==> src/rtl/wb_camara.sv <==
// rtl/wb_camara.sv - Wishbone camera capture engine (RGB444 pixels to memory)
//
// Ports:
//   clk, reset             system clock, synchronous active-high reset
//   wb_*_i / wb_*_o        Wishbone responder: CTRL, BASE, STATUS, PIXCNT, FRMCNT
//   m_*_o / m_ack_i        Wishbone initiator: one 32-bit write per captured pixel
//   cam_pclk, cam_vsync,   asynchronous camera bus, two bytes per pixel
//   cam_href, cam_data
module wb_camara #(
  parameter int MAX_PIXELS = 19200,
  parameter int FIFO_DEPTH = 4
) (
  input  logic        clk,
  input  logic        reset,
  input  logic        wb_stb_i,
  input  logic        wb_cyc_i,
  input  logic        wb_we_i,
  input  logic [31:0] wb_adr_i,
  input  logic [3:0]  wb_sel_i,
  input  logic [31:0] wb_dat_i,
  output logic        wb_ack_o,
  output logic [31:0] wb_dat_o,
  output logic        m_cyc_o,
  output logic        m_stb_o,
  output logic        m_we_o,
  output logic [31:0] m_adr_o,
  output logic [3:0]  m_sel_o,
  output logic [31:0] m_dat_o,
  input  logic        m_ack_i,
  input  logic        cam_pclk,
  input  logic        cam_vsync,
  input  logic        cam_href,
  input  logic [7:0]  cam_data
);

  localparam int IW = $clog2(MAX_PIXELS + 1);
  localparam int AW = $clog2(FIFO_DEPTH);

  typedef enum logic [1:0] {IDLE, WAIT_FRAME, CAPTURE, FLUSH} state_t;
  state_t state, state_nxt;

  // Camera synchronizers: stages [1:0] are the 2-FF synchronizer, stage [2]
  // is the delayed copy used for edge detection.
  logic [2:0] pclk_sy, vsync_sy;
  logic [1:0] href_sy;
  logic [7:0] data_s1, data_s2;

  always_ff @(posedge clk) begin
    if (reset) begin
      pclk_sy  <= '0;
      vsync_sy <= '0;
      href_sy  <= '0;
      data_s1  <= '0;
      data_s2  <= '0;
    end else begin
      pclk_sy  <= {pclk_sy[1:0], cam_pclk};
      vsync_sy <= {vsync_sy[1:0], cam_vsync};
      href_sy  <= {href_sy[0], cam_href};
      data_s1  <= cam_data;
      data_s2  <= data_s1;
    end
  end

  logic pclk_rise, vsync_rise, vsync_fall, href_s;
  assign pclk_rise  = pclk_sy[1] & ~pclk_sy[2];
  assign vsync_rise = vsync_sy[1] & ~vsync_sy[2];
  assign vsync_fall = ~vsync_sy[1] & vsync_sy[2];
  assign href_s     = href_sy[1];

  // Register bank state
  logic          cont_r, done_r, ovf_r;
  logic [31:0]   base_r, wr_base;
  logic [IW-1:0] pixcnt, accepted;
  logic [15:0]   frmcnt;
  logic          busy;

  logic       reg_access, reg_wr, start, status_wr;
  logic [4:0] reg_off;
  logic [31:0] rd_data;

  assign reg_access = wb_stb_i & wb_cyc_i & ~wb_ack_o;
  assign reg_wr     = reg_access & wb_we_i;
  assign reg_off    = wb_adr_i[4:0];
  assign start      = reg_wr && (reg_off == 5'h00) && wb_dat_i[0];
  assign status_wr  = reg_wr && (reg_off == 5'h08);
  assign busy       = (state != IDLE);

  logic unused_inputs;
  assign unused_inputs = ^{wb_sel_i, wb_adr_i[31:5]};

  always_comb begin
    rd_data = '0;
    case (reg_off)
      5'h00:   rd_data = {30'b0, cont_r, 1'b0};
      5'h04:   rd_data = base_r;
      5'h08:   rd_data = {29'b0, ovf_r, done_r, busy};
      5'h0C:   rd_data = 32'(pixcnt);
      5'h10:   rd_data = {16'b0, frmcnt};
      default: rd_data = '0;
    endcase
  end

  always_ff @(posedge clk) begin
    if (reset) begin
      wb_ack_o <= 1'b0;
      wb_dat_o <= '0;
    end else begin
      wb_ack_o <= reg_access;
      if (reg_access && !wb_we_i) wb_dat_o <= rd_data;
    end
  end

  // FIFO between capture and bus master
  logic [11:0]   fifo_mem [FIFO_DEPTH];
  logic [AW-1:0] wptr, rptr;
  logic [AW:0]   fcount;
  logic          fifo_full, fifo_empty, push, pop, drop;
  logic [11:0]   push_word;

  assign fifo_full  = (fcount == (AW+1)'(FIFO_DEPTH));
  assign fifo_empty = (fcount == '0);

  // Capture: byte toggle selects R byte vs G/B byte
  logic       byte_sel;
  logic [3:0] r_lat;
  logic       pix_valid, pix_limit;

  assign pix_valid = (state == CAPTURE) && pclk_rise && href_s && byte_sel;
  // Limit is judged on pixels accepted into the frame, so pixels already
  // queued or in flight count against MAX_PIXELS.
  assign pix_limit = (accepted == IW'(MAX_PIXELS));
  assign push      = pix_valid && !fifo_full && !pix_limit;
  assign drop      = pix_valid && (fifo_full || pix_limit);
  assign push_word = {r_lat, data_s2[7:4], data_s2[3:0]};
  assign pop       = !m_cyc_o && !fifo_empty;

  always_ff @(posedge clk) begin
    if (reset || state != CAPTURE || !href_s) begin
      byte_sel <= 1'b0;
      if (reset) r_lat <= '0;
    end else if (pclk_rise) begin
      if (!byte_sel) r_lat <= data_s2[3:0];
      byte_sel <= ~byte_sel;
    end
  end

  always_ff @(posedge clk) begin
    if (push) fifo_mem[wptr] <= push_word;
  end

  always_ff @(posedge clk) begin
    if (reset) begin
      wptr   <= '0;
      rptr   <= '0;
      fcount <= '0;
    end else begin
      if (push) wptr <= wptr + 1'b1;
      if (pop)  rptr <= rptr + 1'b1;
      case ({push, pop})
        2'b10:   fcount <= fcount + 1'b1;
        2'b01:   fcount <= fcount - 1'b1;
        default: fcount <= fcount;
      endcase
    end
  end

  // Bus master: single outstanding write, outputs held until ack
  always_ff @(posedge clk) begin
    if (reset) begin
      m_cyc_o <= 1'b0;
      m_stb_o <= 1'b0;
      m_we_o  <= 1'b0;
      m_sel_o <= '0;
      m_adr_o <= '0;
      m_dat_o <= '0;
    end else if (m_cyc_o) begin
      if (m_ack_i) begin
        m_cyc_o <= 1'b0;
        m_stb_o <= 1'b0;
        m_we_o  <= 1'b0;
        m_sel_o <= '0;
      end
    end else if (pop) begin
      m_cyc_o <= 1'b1;
      m_stb_o <= 1'b1;
      m_we_o  <= 1'b1;
      m_sel_o <= 4'b1111;
      m_adr_o <= wr_base + (32'(pixcnt) << 2);
      m_dat_o <= {20'b0, fifo_mem[rptr]};
    end
  end

  // Capture FSM
  logic frame_end;

  always_ff @(posedge clk) begin
    if (reset) state <= IDLE;
    else       state <= state_nxt;
  end

  always_comb begin
    state_nxt = state;
    frame_end = 1'b0;
    case (state)
      IDLE:       if (start) state_nxt = WAIT_FRAME;
      WAIT_FRAME: if (vsync_fall) state_nxt = CAPTURE;
      CAPTURE:    if (vsync_rise) state_nxt = FLUSH;
      FLUSH: begin
        if (fifo_empty && !m_cyc_o) begin
          frame_end = 1'b1;
          state_nxt = cont_r ? WAIT_FRAME : IDLE;
        end
      end
      default:    state_nxt = IDLE;
    endcase
  end

  // Registers and counters. Hardware sets come after the W1C clears so a
  // simultaneous set wins.
  always_ff @(posedge clk) begin
    if (reset) begin
      cont_r   <= 1'b0;
      base_r   <= '0;
      wr_base  <= '0;
      done_r   <= 1'b0;
      ovf_r    <= 1'b0;
      pixcnt   <= '0;
      accepted <= '0;
      frmcnt   <= '0;
    end else begin
      if (reg_wr && reg_off == 5'h00) cont_r <= wb_dat_i[1];
      if (reg_wr && reg_off == 5'h04) base_r <= {wb_dat_i[31:2], 2'b00};
      if (status_wr) begin
        if (wb_dat_i[1]) done_r <= 1'b0;
        if (wb_dat_i[2]) ovf_r  <= 1'b0;
      end
      if (state == IDLE && start) begin
        pixcnt   <= '0;
        accepted <= '0;
        done_r   <= 1'b0;
        wr_base  <= base_r;
      end
      // Each frame writes from the base again
      if (state == WAIT_FRAME && vsync_fall) begin
        pixcnt   <= '0;
        accepted <= '0;
      end
      if (push) accepted <= accepted + 1'b1;
      if (m_cyc_o && m_ack_i && pixcnt != IW'(MAX_PIXELS)) pixcnt <= pixcnt + 1'b1;
      if (drop) ovf_r <= 1'b1;
      if (frame_end) begin
        done_r <= 1'b1;
        frmcnt <= frmcnt + 16'd1;
      end
    end
  end

endmodule

==> config.mk <==
export PLATFORM = sky130hd
export DESIGN_NAME = wb_camara
export DESIGN_NICKNAME = d
export VERILOG_FILES = /design/src/rtl/wb_camara.sv
export SDC_FILE = /design/constraint.sdc
export NUM_CORES = 1
export LEC_CHECK = 0
export CAP_MARGIN = 20
export CORE_MARGIN = 3
export CORE_UTILIZATION = 30
export DETAILED_ROUTE_END_ITERATION = 8
export HOLD_SLACK_MARGIN = 0.12
export PLACE_DENSITY = 0.6
export SLEW_MARGIN = 0
export SYNTH_ARGS = -nofsm -noshare
export SYNTH_HDL_FRONTEND = slang
export SYNTH_SLANG_ARGS = --single-unit
==> constraint.sdc <==
create_clock -name clk -period 3.77 [get_ports clk]
set_input_delay 0.754 -clock clk [delete_from_list [all_inputs] [get_ports clk]]
set_output_delay 0.754 -clock clk [all_outputs]
set_load 0.005 [all_outputs]
# ---- Word-level counts from Yosys, hierarchy flattened
# Memory sizes are Yosys's and may differ from the RTL's. A register that Yosys moved wholly into a read port is not among the register bits.
# Index checks and enable logic that the tools add are counted.
dict set report totals {
  reg_bits 218
  latch_bits 0
  mem_bits_rw 48
  mem_bits_ro 0
  inputBits 85
  output_inout_bits 104
  memories 1
}
# name words word_bits rd rd_ports_with_merged_regs write_ports line
set mem_list {}
lappend mem_list {fifo_mem 4 12 1 1 1 114} ;# logic [11:0] fifo_mem [FIFO_DEPTH];
dict set report classes {
  n_addsub 8
  n_mul 0
  div_mod_pow 0
  n_lt_le_gt_ge 0
  n_eq_ne 20
  n_shift 0
  n_mux 36
  bitwise_logic 12
  reduce_logical 45
}
# operator count
set ops {}
lappend ops {{$pmux W32 S5} 1}
lappend ops {{$mux W15} 4}
lappend ops {{$add A32 B17 Y32} 1}
lappend ops {{$add A15 B1 Y15 const B} 2}
lappend ops {{$mux W4} 7}
lappend ops {{$mux W1} 18}
lappend ops {{$logic_and A1 B1 Y1} 17}
lappend ops {{$add A16 B1 Y16 const B} 1}
lappend ops {{$eq A15 B15 Y1 const B} 1}
lappend ops {{$ne A15 B15 Y1 const B} 1}
lappend ops {{$ne A2 B2 Y1 const B} 6}
lappend ops {{$reduce_bool A2 Y1} 6}
lappend ops {{$reduce_bool A3 Y1} 4}
lappend ops {{$eq A5 B4 Y1 const B} 2}
lappend ops {{$mux W2} 4}
lappend ops {{$pmux W2 S4} 1}
lappend ops {{$reduce_and A2 Y1} 4}
lappend ops {{$and A1 B1 Y1} 6}
lappend ops {{$eq A2 B2 Y1 const B} 3}
lappend ops {{$logic_not A1 Y1} 6}
lappend ops {{$not A1 Y1} 6}
lappend ops {{$pmux W3 S2} 1}
lappend ops {{$eq A5 B3 Y1 const B} 1}
lappend ops {{$eq A5 B5 Y1 const B} 1}
lappend ops {{12 further kinds} 17}

# ---- Logic depth before layout (Yosys ltp)
dict set report logic_depth {
  ltp_word 9
  depth_mapped 14
  depth_no_buf 12
}

# ---- Worst setup path before layout
# No wires, ideal clock.
dict set report synth_timing {
  kind {register -> register}
  startpoint {reg fcount[0]}
  endpoint {reg fcount[2]}
  setup_ns 0.070
  arrival_ns 2.788
  required_time_ns 3.700
  setup_slack_ns 0.912
  path_stages_with_launch 13
  cell_sequence {dfxtp_1 -> nor3_1 -> or2_2 -> clkbuf_1 -> inv_1 -> buf_2 -> buf_1 -> ha_1 -> inv_1 -> fa_1 -> xor2_1 -> or3_2 -> a21oi_1}
}
# item line
set synth_lines {}
lappend synth_lines {{from (decl)} 116} ;# logic [AW:0] fcount;
lappend synth_lines {{from (signal assigned)} 160} ;# 2'b10: fcount <= fcount + 1'b1;
lappend synth_lines {{from (signal assigned)} 161} ;# 2'b01: fcount <= fcount - 1'b1;
lappend synth_lines {{from (signal assigned)} 162} ;# default: fcount <= fcount;
lappend synth_lines {{$logic_not A3 Y1 (*)} 121} ;# assign fifo_empty = (fcount == '0);
lappend synth_lines {{$logic_not A1 Y1 (*)} 135} ;# assign pop = !m_cyc_o && !fifo_empty;
lappend synth_lines {{$logic_and A1 B1 Y1 (*)} 135}
lappend synth_lines {{named net pop} 117} ;# logic fifo_full, fifo_empty, push, pop, drop;
lappend synth_lines {{$eq A2 B1 Y1 / $eq A2 B2 Y1 (equally long branches)} 159} ;# case ({push, pop})
lappend synth_lines {{$pmux W3 S2 / $reduce_bool A2 Y1 (equally long branches)} --}
# The timed path passes the listed nets; every way through them passes the cells marked *.
# A chain may end at the register's enable or synchronous reset.

# ---- Worst setup path after layout
dict set report layout_timing {
  startpoint {reg state[0]}
  endpoint {reg fcount[2]}
}
dict set report layout_between {
  elab_chain_len 8
}
# item line
set layout_lines {}
lappend layout_lines {{from (decl)} 40} ;# state_t state, state_nxt;
lappend layout_lines {{from (signal assigned)} 198} ;# else state <= state_nxt;
lappend layout_lines {{$eq A2 B2 Y1 (*)} 128} ;# assign pix_valid = (state == CAPTURE) && pclk_rise && href_s && byte_sel;
lappend layout_lines {{$logic_and A1 B1 Y1 (*) (3 in series)} 128}
lappend layout_lines {{$logic_and A1 B1 Y1 (*) (2 in series)} 132} ;# assign push = pix_valid && !fifo_full && !pix_limit;
lappend layout_lines {{$eq A2 B1 Y1 / $eq A2 B2 Y1 (equally long branches)} 159}
lappend layout_lines {{$pmux W3 S2 / $reduce_bool A2 Y1 (equally long branches)} --}
# Every way passes the cells marked *; elsewhere a longest branch is shown, timed or not.

==> impl_metrics.ini <==
[power]
power.share.combinational_pct = 10.4
p_leak_uw = 0.004958
power_density_nw_per_um2 = 459.9
switching_power_uw = 1587
intPower_uw = 5121
peakVddDrop_mv = 0.3050
power.total_uw = 6708
p_seq_share_pct = 46.6
switching_share_pct = 23.66
p_clk_share_pct = 43.0

[global_routing]
grt_overflow = 0
grt_max_degree = 66
grt_pass1_wl_um = 48950
antenna_found_initial = 0
grt_pass1_vias = 9106
gr-usage-all-layers_pct = 14.20

[sta]
tns_ns = 0
fin_crit_ns = 2.878
rsz0062_at_grt = false
setup_viol = 0
fin_crit_sh_pct = 76.33
whs_ns = 0.4375
max_freq_mhz = 347.5
finClkSkew_ns = 0.009245
tightest_slew_ns = 0.8918
finalHoldViolCount = 0
slew_headroom_pct = 40.46
slew_violations = 0

[clocking]
cts-root-buf = clkbuf_16
clkTransAtPathRegs_ns = 0.06
cts_tree = yes
htreeDepth = 1
cts.sinks = 272
post-cts-setup-buffers = 0
hold_buffers = 0
numCtsBuffers = 29
clk_latency_ns = 0.54
cts_buffer_depth = 3
cts_resized = 0

[floorplanning]
start_util_pct = 30.51
die_h_um = 205.0
fp.dieW_um = 205.0
die_area_um2 = 42010
rows = 72
core_region_area_um2 = 38920
ioPinCount = 189

[cells_and_area]
n_antenna_cell = 0
drive_gt1_share_pct = 6.180
nets = 1521
area_growth_pct = 22.82
fin_util_pct = 37.48

[drt]
routed_wl_um = 30740
drc = 0
firstDrtPassIters = 5
drt_iter0_drc = 708
ant_nets = 0
post_drt_via_cell_ratio = 4.956
drt-wirelength-per-cell_um = 15.83
via_count = 9624

[yosys]
avgSynthCellArea_um2 = 9.149
synth_ff_type = dfxtp_1
ys_seq_elements = 272
synth-seq-area-share_pct = 50.24
yosys.area.top_type = dfxtp_1
syn_area_um2 = 11880
synth_cell_type_count = 71
yosysWarnings = 0
yosysTopAreaCellShare_pct = 37.09
syn_inst = 1298
synthTopCellsByArea = dfxtp_1 37%, edfxtp_1 13%, nand2_1 7.0%
synth_edf_count = 52
synth_commonest_cells = 220 x dfxtp_1, 220 x nand2_1, 141 x a21oi_1, 120 x nor2_1, 58 x clkbuf_1
synthArstFlopShare_pct = 0

[critical_path]
crit_path_end_kind = flop
critPathRequiredTime_ns = 4.24
critPathMaxFanout = 14
path_class = flop to flop
worst_ep_arrival_time_ns = 3.34
cp-start-kind = flop
r2r_slack_ns = 0.89

[hold_path]
hp-class = flop to flop

[placed_design]
gp_congestion = 0.8450
io_buffers = 135
dpl.hpwl_um = 21920

[flow_run]
max-cap-violations = 0

[run_status]
status = finished clean
==> cell type report <==
cell class	instances	area, µm²
sequential	272	5966
tap	518	648.1
fill	3953	24330
clock inverter	10	153.9
inverter	25	93.84
clock buffer	40	807.0
timing repair buffer	154	1508
multi-input combinational	923	5409
==> critical path, stage by stage, from the launching register on <==
cell	delay (ns)
dfxtp_1	0.37
inv_1	0.09
ha_1	0.20
buf_4	0.15
and4_1	0.22
and3_1	0.18
inv_2	0.21
ha_1	0.23
inv_1	0.06
fa_1	0.37
xor2_1	0.16
or3_2	0.40
a21oi_1	0.14
==> routing by layer <==
metal	share of wire (%)	global-route usage (%)	routed length, µm
met1	50	21.02	15320
met2	44	21.89	13530
met5	0	0	0
met3	4.4	1.764	1365
met4	1.7	3.710	525
==> power by group through the flow <==
stage / combinational, µW / sequential, µW / clock, µW
2_1_floorplan: 414 / 3170 / 0
3_3_place_gp: 705 / 3190 / 0
3_5_place_dp: 711 / 3190 / 0
4_1_cts: 712 / 3130 / 2960
5_1_grt: 778 / 3140 / 3090
6_report: 700 / 3120 / 2890
==> path summary, 6_finish.rpt <==
kind	start	end	cells after the start
worst max-delay path	state[0]$_SDFFE_PP0P_	fcount[2]$_SDFFE_PP0P_	12
worst min-delay path	pclk_sy[0]$_SDFF_PP0_	pclk_sy[1]$_SDFF_PP0_	1
worst max register to register	state[0]$_SDFFE_PP0P_	fcount[2]$_SDFFE_PP0P_	12
worst min register to register	pclk_sy[0]$_SDFF_PP0_	pclk_sy[1]$_SDFF_PP0_	1
==> cell families after synthesis <==
group / share of synthesized area, %
and+or+nand+nor: 20.67
AOI/OAI and AO/OA: 15.64
DFF: 50.24
buffers and inverters: 4.878
xor gates and xnor gates: 2.434
adders and majority gates: 3.393
muxes: 2.718
other: 0.03158
==> metrics by stage <==
step	std cells	cell area (µm²)	setup WS (ns)
6_report	1942	14590	0.8925
5_1_grt	1942	14590	0.6456
4_1_cts	1942	14590	0.8838
3_5_place_dp	1892	13620	0.6978
3_3_place_gp	1891	13620	0.6987
2_1_floorplan	1319	11950	0.9120
==> layout by cell type, fill, tap and decap left out, types with 4 or more instances in the layout <==
cell type and n:
and2_1 19, inv_1 24, nand3b_1 6, mux4_2 12, xnor2_1 15, nand3_1 41, clkbuf_8 4, and3_1 14
or4_1 4, xor2_1 18, nor3_1 15, nor2b_1 26, bufinv_16 4, edfxtp_1 52, o21ai_0 29, a211oi_1 12
o211ai_1 9, clkdlybuf4s50_1 134, nand2_1 220, or3_1 8, a22oi_1 21, clkbuf_16 29, a21oi_1 141, a222oi_1 14
dfxtp_1 220, nor2_1 120, a311oi_1 12, conb_1 22, a21o_1 9, nand2b_1 5, ha_1 29, nand4_1 17
a31oi_1 6, buf_4 18, clkbuf_1 7, nor4_1 7, nor4b_1 4
==> flip-flops by register name (all words and copies together) (netlist names), 2 cells and up <==
signal / flops
accepted: 15
base_r: 30
data_s1: 8
data_s2: 8
fcount: 3
fifo_mem: 48
frmcnt: 16
href_sy: 2
m_adr_o: 30
m_dat_o: 12
pclk_sy: 3
pixcnt: 15
r_lat: 4
rptr: 2
state: 2
vsync_sy: 3
wb_dat_o: 32
wptr: 2
wr_base: 30
(Power assumes the default switching activity.)
